<file path="src/rtl/picorv32_axi_bridge.sv">
// picorv32 native memory port to AXI4-Lite master bridge, single outstanding request.
// Define PICORV32_AXI_TRACE_EN to add the trace_valid/trace_data completion port.
//
// flag    | meaning
// ack_ar  | AR handshake done for the current read request
// ack_aw  | AW handshake done for the current write request
// ack_w   | W handshake done for the current write request
// active  | out of reset; gates all bus-facing valids/readies
module picorv32_axi_bridge (
   input  logic        clk,
   input  logic        reset,

   input  logic        mem_valid,
   input  logic        mem_instr,
   input  logic [31:0] mem_addr,
   input  logic [31:0] mem_wdata,
   input  logic [3:0]  mem_wstrb,
   output logic        mem_ready,
   output logic [31:0] mem_rdata,

   output logic        mem_axi_awvalid,
   input  logic        mem_axi_awready,
   output logic [31:0] mem_axi_awaddr,
   output logic [2:0]  mem_axi_awprot,

   output logic        mem_axi_wvalid,
   input  logic        mem_axi_wready,
   output logic [31:0] mem_axi_wdata,
   output logic [3:0]  mem_axi_wstrb,

   input  logic        mem_axi_bvalid,
   output logic        mem_axi_bready,

   output logic        mem_axi_arvalid,
   input  logic        mem_axi_arready,
   output logic [31:0] mem_axi_araddr,
   output logic [2:0]  mem_axi_arprot,

   input  logic        mem_axi_rvalid,
   output logic        mem_axi_rready,
   input  logic [31:0] mem_axi_rdata,

   output logic        axi_err
`ifdef PICORV32_AXI_TRACE_EN
   ,
   output logic        trace_valid,
   output logic [35:0] trace_data
`endif
);

   logic        active;
   logic        ack_aw;
   logic        ack_w;
   logic        ack_ar;
   logic        pend_aw;
   logic        pend_w;
   logic        pend_ar;
   logic [31:0] hold_awaddr;
   logic [31:0] hold_wdata;
   logic [3:0]  hold_wstrb;
   logic [31:0] hold_araddr;
   logic        req_read;
   logic        req_write;
   logic        resp_err;
   logic        hold_err;

   assign req_read  = active && mem_valid && (mem_wstrb == 4'b0000);
   assign req_write = active && mem_valid && (mem_wstrb != 4'b0000);

   assign mem_axi_arvalid = req_read && !ack_ar;
   assign mem_axi_araddr  = mem_addr;
   assign mem_axi_arprot  = mem_instr ? 3'b100 : 3'b000;
   assign mem_axi_rready  = req_read;

   assign mem_axi_awvalid = req_write && !ack_aw;
   assign mem_axi_awaddr  = mem_addr;
   assign mem_axi_awprot  = 3'b000;
   assign mem_axi_wvalid  = req_write && !ack_w;
   assign mem_axi_wdata   = mem_wdata;
   assign mem_axi_wstrb   = mem_wstrb;
   assign mem_axi_bready  = req_write;

   assign mem_ready = (mem_axi_bvalid && mem_axi_bready) || (mem_axi_rvalid && mem_axi_rready);
   assign mem_rdata = mem_axi_rdata;

   // Responses are only legal while the matching request is being served.
   assign resp_err = active && ((mem_axi_rvalid && !req_read) || (mem_axi_bvalid && !req_write));

   // A valid left waiting last cycle must still be up, with unchanged payload.
   assign hold_err = (pend_ar && (!mem_axi_arvalid || (mem_axi_araddr != hold_araddr)))
                  || (pend_aw && (!mem_axi_awvalid || (mem_axi_awaddr != hold_awaddr)))
                  || (pend_w  && (!mem_axi_wvalid  || (mem_axi_wdata  != hold_wdata)
                                                   || (mem_axi_wstrb  != hold_wstrb)));

   always_ff @(posedge clk) begin
      if (reset) begin
         active      <= 1'b0;
         ack_aw      <= 1'b0;
         ack_w       <= 1'b0;
         ack_ar      <= 1'b0;
         pend_aw     <= 1'b0;
         pend_w      <= 1'b0;
         pend_ar     <= 1'b0;
         hold_awaddr <= 32'd0;
         hold_wdata  <= 32'd0;
         hold_wstrb  <= 4'd0;
         hold_araddr <= 32'd0;
         axi_err     <= 1'b0;
      end else begin
         active <= 1'b1;
         if (mem_ready || !mem_valid) begin
            ack_aw <= 1'b0;
            ack_w  <= 1'b0;
            ack_ar <= 1'b0;
         end else begin
            if (mem_axi_awvalid && mem_axi_awready) ack_aw <= 1'b1;
            if (mem_axi_wvalid  && mem_axi_wready)  ack_w  <= 1'b1;
            if (mem_axi_arvalid && mem_axi_arready) ack_ar <= 1'b1;
         end

         pend_aw     <= mem_axi_awvalid && !mem_axi_awready;
         pend_w      <= mem_axi_wvalid  && !mem_axi_wready;
         pend_ar     <= mem_axi_arvalid && !mem_axi_arready;
         hold_awaddr <= mem_axi_awaddr;
         hold_wdata  <= mem_axi_wdata;
         hold_wstrb  <= mem_axi_wstrb;
         hold_araddr <= mem_axi_araddr;

         if (resp_err || hold_err) axi_err <= 1'b1;
      end
   end

`ifdef PICORV32_AXI_TRACE_EN
   assign trace_valid = mem_ready;
   assign trace_data  = mem_ready ? {req_write, mem_instr, 2'b00,
                                     req_write ? mem_wdata : mem_axi_rdata}
                                  : 36'd0;
`endif

endmodule

</file>
<file path="config.mk">
export PLATFORM = sky130hd
export DESIGN_NAME = picorv32_axi_bridge
export DESIGN_NICKNAME = d
export VERILOG_FILES = /design/src/rtl/picorv32_axi_bridge.sv
export SDC_FILE = /design/constraint.sdc
export NUM_CORES = 1
export LEC_CHECK = 0
export ABC_CLOCK_PERIOD_IN_PS = 2500
export CAP_MARGIN = 20
export CORE_MARGIN = 2
export CORE_UTILIZATION = 37
export DETAILED_ROUTE_END_ITERATION = 10
export PLACE_DENSITY = 0.82
export SLEW_MARGIN = 40
export SYNTH_ARGS = -nofsm -noshare
export SYNTH_HDL_FRONTEND = slang
export SYNTH_SLANG_ARGS = --single-unit
</file>
<file path="constraint.sdc">
create_clock -name clk -period 2.5 [get_ports clk]
set_clock_uncertainty 0.15 [all_clocks]
set_input_delay 0.5 -clock clk [delete_from_list [all_inputs] [get_ports clk]]
set_output_delay 0.5 -clock clk [all_outputs]
set_load 0.005 [all_outputs]
</file>
==> results.txt <==
Total power for the finished layout comes to 2913 uW. The tree built by TritonCTS fans out to 76 sinks. The first-pass iteration count of the detailed router is 4. The fraction of layout instances using a drive strength above 1 came out at 0.1140. The classification of the worst-slack hold path is register to register. The number of top-level design ports is 254. The initial antenna violation count is 0. The number of cells produced by synthesis is 410. The final-stage net count is 604. The clock insertion delay at the later pin of the skew report came out at 340 ps. The area added between synthesis and finish came out at 36.10%. The average cell area after synthesis is 9.595 um^2.

The top fanout value on the critical path came out at 4. For this run, the register share of the synthesized area comes to 0.3868. The biggest area contributor in the post-synthesis netlist is sky130_fd_sc_hd__dfxtp_1.

After synthesis, the most frequently instantiated cells are 138 x sky130_fd_sc_hd__buf_4, 76 x sky130_fd_sc_hd__dfxtp_1, 68 x sky130_fd_sc_hd__nor2b_1. The overall global routing resource usage is 0.1495. For the worst setup path, the data arrival time is 1790 ps. The leakage dissipation came out at 0.002075 uW.

Setup violations remaining at the end of the flow were counted as 0. The aggregate routed wire length came out at 8642 um. The depth of the CTS H-tree is 3. For this configuration, the core starts out at a cell density of 0.3810. The DRC violation count after routing came out at 0.

In the post-synthesis netlist, the biggest area contributors are sky130_fd_sc_hd__dfxtp_1 39%, sky130_fd_sc_hd__buf_4 26%, sky130_fd_sc_hd__nor2b_1 11%. Synthesis inferred 76 register bits. The count of buffers inserted at the top-level ports is 182.

Measured on the finished design, the core utilization comes to 0.5186. The endpoint type of the worst setup path is an output port. The total power divided by cell area is 544.1 nW/um^2. The number of warning messages in the yosys log is 0.

The final RePlAce weighted congestion is 0.8115. The pin slew with the least headroom to its limit is 699.5 ps. Hold repair after CTS inserted 0 buffers. The worst ir drop on vdd came out at 255.2 uV. The max-cap violation count is 0.

The maximum root-to-sink buffer count came out at 2. The detailed-placement wirelength estimate came out at 6903 um. The detailed router placed 2,796 vias in this run. The total core area came out at 10,320 um^2. The relative slew slack is 0.5336. The die extent in x came out at 107.1 um.

The height of the die is 107.1 um. The synthesized design contains 0 enable-type register cells. In this run, CTS created clock tree buffers numbering 9. The post-placement cell area is 5107 um^2.

The largest net degree at the start of global routing came out at 40. The number of global-route vias before repair came out at 2,867. Setup repair after global routing left no endpoint under its margin. The post-synthesis instance area came out at 3934 um^2. The count of final max-slew check failures came out at 0.

Data on the critical path is required at its endpoint by 1850 ps. The first-pass GRT wire length is 13,370 um. The sum of overflow across all layers after global routing came out at 0. The delay of the slowest cell on the worst path came out at 480 ps. The register clock-pin slew on the reported worst setup and hold paths came out at 80 ps. After the first detailed-routing iteration, the DRC count stood at 80.

The remaining number of nets flagged by the antenna check after routing came out at 0. The portion of the clock cycle consumed by the worst path in the final layout is 0.9744. The critical path in this run is classified as primary input to output port. The antenna cell count is 0. The cell sitting at the root of the clock tree is a sky130_fd_sc_hd__clkbuf_8. For this design, the slowest cell found on the critical path is sky130_fd_sc_hd__clkdlybuf4s50_1.

The via density per instance is 4.396. The final instance area came out at 5354 um^2. The most instantiated library cell after synthesis is sky130_fd_sc_hd__buf_4. The floorplan die area is 11,470 um^2.

The fraction of synthesis flops using an asynchronous set or reset pin came out at 0. The number of core rows came out at 37. The area share of the largest cell type after synthesis came out at 0.3868.

TritonCTS built the clock tree. The time the worst path needs with I/O delays and setup came out at 2436 ps. The final routed wire length divided by cell count came out at 13.59 um. The commonest register cell after synthesis is sky130_fd_sc_hd__dfxtp_1. The number of different library cells in the post-synthesis netlist is 24. The count of endpoints failing hold in the final timing report is 0.

STA classifies the critical path startpoint as a primary input. For the final routed database, the setup TNS stands at 0 ps. The critical path goes through clkdlybuf4s50_1, nand2_1, or2_4, buf_4, nor2_1, dlygate4sd2_1.

The run finished with clean final reports. The fmax came out at 410.5 MHz.
==> registers in the layout, summed over array words and instances, names as in the netlist <==
| signal | count |
|---|---|
| ack_ar | 1 |
| ack_aw | 1 |
| ack_w | 1 |
| active | 1 |
| axi_err | 1 |
| hold_araddr | 32 |
| hold_wdata | 32 |
| hold_wstrb | 4 |
| pend_ar | 1 |
| pend_aw | 1 |
| pend_w | 1 |
==> metrics by stage <==
stage                     std cells  hold slack, ps  worst slack, ps
after floorplan                 414           277.8            518.7
after global placement          616           306.0           -422.2
after detailed placement        616           320.6           -505.5
after CTS                       634           335.2            2.335
after global routing            636           344.7            4.434
final                           636           334.3            64.12
==> area by class of cell <==
| type | count | area (um^2) |
|---|---|---|
| tap | 136 | 170.2 |
| fill | 952 | 4970 |
| clock inverter | 5 | 83.83 |
| timing repair buffer | 216 | 2069 |
| sequential | 76 | 1521 |
| multi-input combinational | 189 | 1353 |
| clock buffer | 11 | 141.4 |
| inverter | 3 | 15.01 |
==> repair_timing <==
item / 4_1_cts / 5_1_grt
setup buffers: 2 / 2
setup endpoints to repair: 6 / 1
pin swaps: 5 / 3
resized for setup: 14 / 1
==> where the power goes <==
group          switching, uW  internal, uW
clock                    450           593
sequential              27.8          1270
combinational            195           375
total                    672          2240
==> worst max-delay path, delay by kind of cell <==
kind,cells,cell delay (ps)
simple gates,3,420
buf+inv,3,870
==> cells by family (layout without fill, tap and decap cells) <==
family / after synthesis / count (layout) / share of synthesized area
AOI/OAI and AO/OA: 10 / 10 / 0.01749
xor gates and xnor gates: 68 / 68 / 0.1514
buffers and inverters: 149 / 235 / 0.2745
DFF: 76 / 76 / 0.3868
other: 1 / 5 / 0.0009533
and+or+nand+nor: 106 / 106 / 0.1689
==> cell usage in the layout, fill, tap and decap left out, drive strengths merged <==
cell type      netlist  routed
xnor2               48      48
a21oi                4       4
xor2                20      20
a31oi                1       1
or2                  1       1
clkdlybuf4s15        0       1
conb                 1       5
nand3b               1       1
a22o                 2       2
inv                  2       3
a221o                1       1
or3b                 1       1
clkdlybuf4s50        0     171
bufinv               0       2
buf                138      35
nand4               13      13
nand3                2       2
clkinv               1       1
nand2                2       2
dlygate4sd2          0       8
clkinvlp             0       2
o31ai                2       2
nor2b               68      68
clkbuf               8      12
dfxtp               76      76
nor4                12      12
nor2                 6       6
==> path summary, 6_finish.rpt <==
path | start | to | slack (ps) | cells past startpoint
max | mem_valid | mem_axi_awvalid | 60 | 6
min reg2reg | pend_aw$_SDFF_PP0_ | axi_err$_SDFFE_PP0P_ | 330 | 2
min | pend_aw$_SDFF_PP0_ | axi_err$_SDFFE_PP0P_ | 330 | 2
max reg2reg | hold_wdata[23]$_SDFF_PP0_ | axi_err$_SDFFE_PP0P_ | 510 | 7
==> routing by layer <==
| layer | GRT usage | routed length (um) |
|---|---|---|
| met1 | 0.1468 | 3156 |
| met3 | 0.06140 | 985 |
| met5 | 0 | 0 |
| met4 | 0.05195 | 136 |
| met2 | 0.2798 | 4364 |
Power figures use the tool's default switching activity.
